==> src/rtl/noc_port_arbiter.sv <==
// noc_port_arbiter: round-robin N:1 flit arbiter with a single output register stage
// and a saturating count of flits delivered downstream.
module noc_port_arbiter #(
    parameter int N = 5,
    parameter int W = 8
) (
    input  logic           clk,
    input  logic           rst,
    input  logic [N-1:0]   i_valid,
    input  logic [N*W-1:0] i_data,
    output logic [N-1:0]   o_ready,
    input  logic [N-1:0]   i_mask,
    output logic           o_valid,
    output logic [W-1:0]   o_data,
    input  logic           i_ready,
    output logic [N-1:0]   o_src,
    output logic [15:0]    o_flit_cnt
);
    localparam int PW = N > 1 ? $clog2(N) : 1;

    typedef enum logic {EMPTY, FULL} state_t;

    state_t        state_q, state_d;
    logic [PW-1:0] ptr_q, ptr_d, win;
    logic [W-1:0]  data_q, data_d;
    logic [N-1:0]  src_q, src_d, req;
    logic [15:0]   cnt_q, cnt_d;
    logic          found, free, grant, down;
    int            idx;

    always_comb begin
        req = i_valid & i_mask;
        free = state_q == EMPTY || i_ready;
        down = state_q == FULL && i_ready;
        win = '0;
        found = 1'b0;
        idx = 0;
        // search starts one past the last winner and wraps
        for (int i = 1; i <= N; i++) begin
            idx = (int'(ptr_q) + i) % N;
            if (!found && req[idx]) begin
                found = 1'b1;
                win = PW'(idx);
            end
        end
        o_ready = (free && found && !rst) ? N'(1) << win : '0;
        grant = |o_ready;
        state_d = state_q;
        ptr_d = ptr_q;
        data_d = data_q;
        src_d = src_q;
        cnt_d = (down && cnt_q != 16'hFFFF) ? cnt_q + 16'd1 : cnt_q;
        if (grant) begin
            state_d = FULL;
            ptr_d = win;
            data_d = i_data[int'(win)*W +: W];
            src_d = o_ready;
        end else if (down) begin
            state_d = EMPTY;
            src_d = '0;
        end
    end

    always_ff @(posedge clk) begin
        if (rst) begin
            state_q <= EMPTY;
            ptr_q <= PW'(N - 1);
            data_q <= '0;
            src_q <= '0;
            cnt_q <= '0;
        end else begin
            state_q <= state_d;
            ptr_q <= ptr_d;
            data_q <= data_d;
            src_q <= src_d;
            cnt_q <= cnt_d;
        end
    end

    assign o_valid = state_q == FULL;
    assign o_data = data_q;
    assign o_src = src_q;
    assign o_flit_cnt = cnt_q;
endmodule

==> config.mk <==
export PLATFORM = sky130hd
export DESIGN_NAME = noc_port_arbiter
export DESIGN_NICKNAME = d
export VERILOG_FILES = /design/src/rtl/noc_port_arbiter.sv
export SDC_FILE = /design/constraint.sdc
export NUM_CORES = 1
export LEC_CHECK = 0
export CAP_MARGIN = 10
export CELL_PAD_IN_SITES_DETAIL_PLACEMENT = 2
export CELL_PAD_IN_SITES_GLOBAL_PLACEMENT = 2
export CORE_MARGIN = 5
export CORE_UTILIZATION = 26
export CTS_BUF_LIST = sky130_fd_sc_hd__clkbuf_8
export DETAILED_ROUTE_END_ITERATION = 10
export PLACE_DENSITY = 0.78
export REMOVE_ABC_BUFFERS = 1
export SETUP_SLACK_MARGIN = 0.05
export SLEW_MARGIN = 20
export SYNTH_ARGS = -nofsm -noshare
export SYNTH_HDL_FRONTEND = slang
export SYNTH_SLANG_ARGS = --single-unit
==> constraint.sdc <==
create_clock -name clk -period 5.8 [get_ports clk]
set_input_delay 1.16 -clock clk [delete_from_list [all_inputs] [get_ports clk]]
set_output_delay 1.16 -clock clk [all_outputs]
set_load 0.01 [all_outputs]
After elaboration in Yosys (flattened, before gate mapping)
Index checks and enable logic that the tools add are counted.
- bitwise logic cells: 2
- add/subtract/negate cells: 6
- div/mod/pow operators: 5
- eq/ne operators: 1
- shift operators: 2
- reduce and logical (&&, ||, !) cells: 16
- $lt $le $gt $ge: 5
- mux-type cells: 30
- operators by type and width (cell ; count):
    32-bit by 5-bit less-than comparator with 1-bit output (second input constant) ; 5
    32-bit by 4-bit remainder unit with 32-bit output (second input constant) ; 5
    40-bit by 7-bit variable part select with 8-bit output ; 1
    1-bit two-way mux ; 17
    16-bit by 1-bit adder with 16-bit output (second input constant) ; 1
    16-bit != test (second input constant) ; 1
    1-bit binary-select mux with 3-bit select ; 5
    3-bit two-way mux ; 5
    5-bit two-way mux ; 3
    3-bit by 2-bit adder with 4-bit output (second input constant) ; 2
    3-bit by 3-bit adder with 4-bit output (second input constant) ; 2
    1-bit logical AND ; 8
    5-bit bitwise AND ; 1
    1-bit zero test ; 5
    5-bit OR reduction ; 1
    1-bit by 3-bit << shifter with 5-bit output (first input constant) ; 1
    3-bit by 1-bit adder with 4-bit output (second input constant) ; 1
    2-bit nonzero test ; 1
    1-bit logical OR ; 1
    1-bit inverter ; 1
- logic and storage cells: 72
- output and inout bits: 35
- input bits: 53
- bits in registers: 33

Depth between registers and ports, before layout
- depth in word-level cells: 23
- gate-level depth with buffers: 24
- gate-level depth less buffers: 18

Worst setup path before layout
Ideal clock, no wire load.
- path type: reg2out
- start: reg ptr_q[0]
- end: out o_ready[3]
- buffers on the path: 8
- required time: 4640 ps
- stages on the path, launching flop included: 25
- path slack: -377 ps
- arrival: 5017 ps
- path through: dfxtp_1 -> buf_2 -> clkbuf_1 -> clkbuf_1 -> inv_1 -> ha_1 -> buf_2 -> inv_1 -> clkbuf_1 -> ha_1 -> inv_1 -> ha_1 -> nand2b_1 -> a21oi_1 -> o211ai_2 -> mux2_4 -> nor4_1 -> nor3_2 -> o2111ai_1 -> and2_1 -> clkbuf_1 -> buf_2 -> nand3_1 -> inv_1 -> buf_4
- cells in the longest elaborated chain, start to end: 21
- RTL lines (what ; RTL line ; text):
    start: declaration ; 24 ; logic [PW-1:0] ptr_q, ptr_d, win;
    start signal: assignment ; 67 ; ptr_q <= PW'(N - 1);
    start signal: assignment ; 73 ; ptr_q <= ptr_d;
    3-bit by 1-bit adder with 4-bit output ; 40 ; idx = (int'(ptr_q) + i) % N;
    32-bit by 4-bit remainder unit with 32-bit output ; 40 ;
    1-bit binary-select mux with 3-bit select ; 41 ; if (!found && req[idx]) begin
    1-bit two-way mux (not written as such) (2 in series) ; 41 ;
    1-bit two-way mux ; 41 ;
    1-bit zero test ; 41 ;
    1-bit logical AND ; 41 ;
    1-bit two-way mux ; 41 ;
    [3 not listed] ; -- ;
    1-bit zero test ; 41 ;
    1-bit logical AND ; 41 ;
    1-bit two-way mux ; 41 ;
    1-bit zero test ; 41 ;
    1-bit logical AND ; 41 ;
    1-bit two-way mux ; 41 ;
    1-bit logical AND (2 in series) ; 46 ; o_ready = (free && found && !rst) ? N'(1) << win : '0;
    5-bit two-way mux * ; 46 ;
    end: declaration ; 11 ; output logic [N-1:0] o_ready,
Mark *: on every way between the ends. The rest lies on a longest branch, timed or not. The select of a mux whose other input is x is not followed.

Worst setup path after layout
- start: reg ptr_q[1]
- end: out o_ready[2]
Same word-level chain as after synthesis.

==> flow_summary.ini <==
[run_status]
status = complete, no violations

[yosys]
synthAdderAreaFrac = 0.09754
synth_top_family_by_area = compound AO/OA/AOI/OAI gates
synth-seq-cells = 33
synth_flop_cell = dfxtp_1
synth_compound_area_frac = 0.2937
muxShareOfSynthArea = 0.06412
syn_area_um2 = 3669
synth_edf_count = 0
synth-simple-area-share = 0.2449
ys_warn_count = 0
synthMostInstantiatedCell = nand2_1
synthCells = 482
synth_common_cells = 40 x nand2_1, 33 x dfxtp_1, 32 x nor2_1
yosysTopAreaCell = dfxtp_1
ys_seq_area_frac = 0.1801
synth_top_area_share = 0.1801
synth.avg_cell_area_um2 = 7.611
synthArstFlopShare = 0
synth_cell_types = 83
synth.area.top_cells = dfxtp_1 18%, ha_1 9.2%, nand2_1 4.1%, a21oi_1 3.7%, mux2i_1 3.5%
synth-xor-area-share = 0.05218

[routing]
ant_nets = 0
via_per_inst = 5.528
drtIter0Drc = 256
avgRoutedWirePerCell_um = 22.09
drc = 0
dr_total_vias = 4279
wl_um = 17100
dr.pass1.iters = 4

[sta]
fmax_mhz = 176.1
fin_worst_skew_ns = 0.005330
hold_violations = 0
slew_violations = 0
fin_crit_sh = 0.9792
tns_ns = 0
grt_setup_unrepaired = yes
relSlewSlack = 0.5186
tightest_slew_ns = 0.7206
timing.final.crit_period_ns = 5.679
setup_viol = 0

[setup_path]
cp_max_fo = 5
crit_top_cell = buf_4
worst-setup-path-type = flop to output pin
critPathLaunchType = flop
crit_arrival_ns = 4.52
critPathTopFamily = compound AO/OA/AOI/OAI gates
crit_path_end_kind = output pin
worst_path_max_delay_cell = a2111oi_4
critPathLaunch = ptr_q[1]
reg2reg_slack_ns = 1.18
path_cells = inv_2 > buf_4 > ha_1 > a21oi_4 > inv_1 > a31oi_2 > o22ai_2 > ha_2 > buf_4 > a22o_1 > a2111oi_4 > nor3_2 > nor2_2 > o211ai_1 > a31oi_1 > buf_4 > nand3_1 > inv_1 > dlygate4sd2_1
rr_endpoint = o_data[4]
cpPeakStageDelay_ns = 0.46
r2r_cells = 18
critPathBufInv = 7
worst_ep_required_time_ns = 4.64
crit-reg2reg-launch = ptr_q[1]

[placement]
gp_congestion = 0.8921
hpwl_um = 12430
placed_cell_area_um2 = 4881
place_inst = 756
io_buffers = 87

[floorplan]
die_area_um2 = 16590
dieWidth_um = 128.8
die_height_um = 128.8
core_um2 = 13880
ios = 88
placement_rows = 43
initial_core_util = 0.2643

[hold_path]
hold_depth = 2
hold_path_class = flop to flop
holdPathEnd = o_src[0]
min_from = o_src[0]

[pwr]
leakagePower_nw = 2.108
power_per_cell_area_nw_per_um2 = 539.6
vdd.ir_drop.worst_mv = 0.2266

[cells_and_area]
utilization = 0.3877
fill_cells = 1570
stdcell_area_um2 = 5381
final_cell_count_no_fill = 774
antennaDiodeCount = 0
area_delta_synth_final_pct = 46.69
num-nets-final = 674
drive_gt1_frac = 0.2189

[clocking]
cts_sinks = 33
cts.path.max_buffers = 2
cts_buffers = 5
hold_buffers = 0
clk_pin_slew_ns = 0.08
insertion_delay_ns = 0.29
htreeDepth = 2
cts_tree = yes
root_buffer = clkbuf_8

[global_route]
grt_pass1_wl_um = 25240
antenna_found_initial = 0
grt_pass1_vias = 4715
overflow = 0
grt_max_degree = 34
grt_util_all_layers = 0.1875

[job]
cap_violations = 0
cells in the final DEF, fill, tap and decap left out, types with 6 or more instances in the layout:
cell             netlist  final
nand3_1               24     24
a211oi_1              11     10
a31oi_1               13     12
nand2_1               40     40
o211ai_1               9      9
nor2b_1                6      6
mux2i_1               13     13
o21ai_0               22     20
inv_1                 31     30
buf_4                  2     40
nor3_1                 9      6
and3_1                 7      7
xor2_1                13     13
a21oi_1               27     27
nor2_1                32     29
nand4_1                7      7
mux2_2                 6      6
clkdlybuf4s50_1        0     82
dfxtp_1               33     30
ha_1                  27     20
metal layers:
layer	routed length [um]	up-vias	global-route usage	share of wire
met3	566	34	0.02781	0.033
met2	8874	92	0.3372	0.52
met5	0	-	0	0
li1	-	2015	-	-
met1	7221	2138	0.2348	0.42
met4	436	0	0.04447	0.025
power by group:
group / total [mW] / leakage, nW / switching (mW) / internal, mW
clock network: 0.225 / 0.0543 / 0.0968 / 0.129
registers: 0.304 / 0.270 / 0.0307 / 0.274
logic: 2.37 / 1.78 / 1.39 / 0.984
total: 2.90 / 2.11 / 1.52 / 1.39
per-stage QoR:
| stage | worst slack, ns | total power, mW | hold slack (ns) |
|---|---|---|---|
| after floorplan | -0.4330 | 1.502 | 0.4861 |
| after global placement | -0.2320 | 2.211 | 0.4671 |
| after detailed placement | -0.3818 | 2.299 | 0.4772 |
| after CTS | 0.01994 | 2.666 | 0.5010 |
| after global routing | -0.07913 | 3.086 | 0.5089 |
| final | 0.1207 | 2.904 | 0.4961 |
cell families (layout without fill, tap and decap cells):
| logic type | after synthesis | count (layout) |
|---|---|---|
| buf+inv | 58 | 170 |
| mux | 21 | 21 |
| xor+xnor | 21 | 21 |
| simple gates | 169 | 169 |
| flops | 33 | 33 |
| compound gates | 152 | 152 |
| fa+ha+maj | 28 | 28 |
worst reg2reg max path: cells and delay by family, from the launching register on:
family	cells	cell delay [ns]
and+or+nand+nor	4	1.15
adders and majority gates	2	0.53
buffers and inverters	5	0.78
DFF	1	0.40
AOI/OAI and AO/OA	7	1.65
cell type report:
type | count | area [um^2] | area share
inverters | 33 | 123.9 | 0.02302
clock inverters | 3 | 46.29 | 0.008603
clock buffers | 5 | 68.82 | 0.01279
flip-flops and latches | 33 | 669.4 | 0.1244
well taps | 180 | 225.2 | 0.04185
repair buffers | 129 | 1180 | 0.2193
multi-input cells | 391 | 3068 | 0.5701
sequential cells by signal, summed over array words and instances (netlist names):
name	flops
o_data	8
ptr_q	3
o_flit_cnt	16
o_valid	1
o_src	5
worst max path at each step:
stage,end,slack (ns),cells after the start
3_3_place_gp,o_ready[1],-0.23,20
3_5_place_dp,o_ready[4],-0.38,20
6_report,o_ready[2],0.12,19
5_1_grt,o_ready[2],-0.08,21
4_1_cts,o_ready[1],0.02,21
2_1_floorplan,o_ready[0],-0.43,18
what timing repair did:
action                     in CTS  in global routing
setup endpoints to repair       5                  5
resized for setup              34                 44
pin swaps                      10                 12
setup buffers                   5                  5
(Power assumes the default switching activity.)
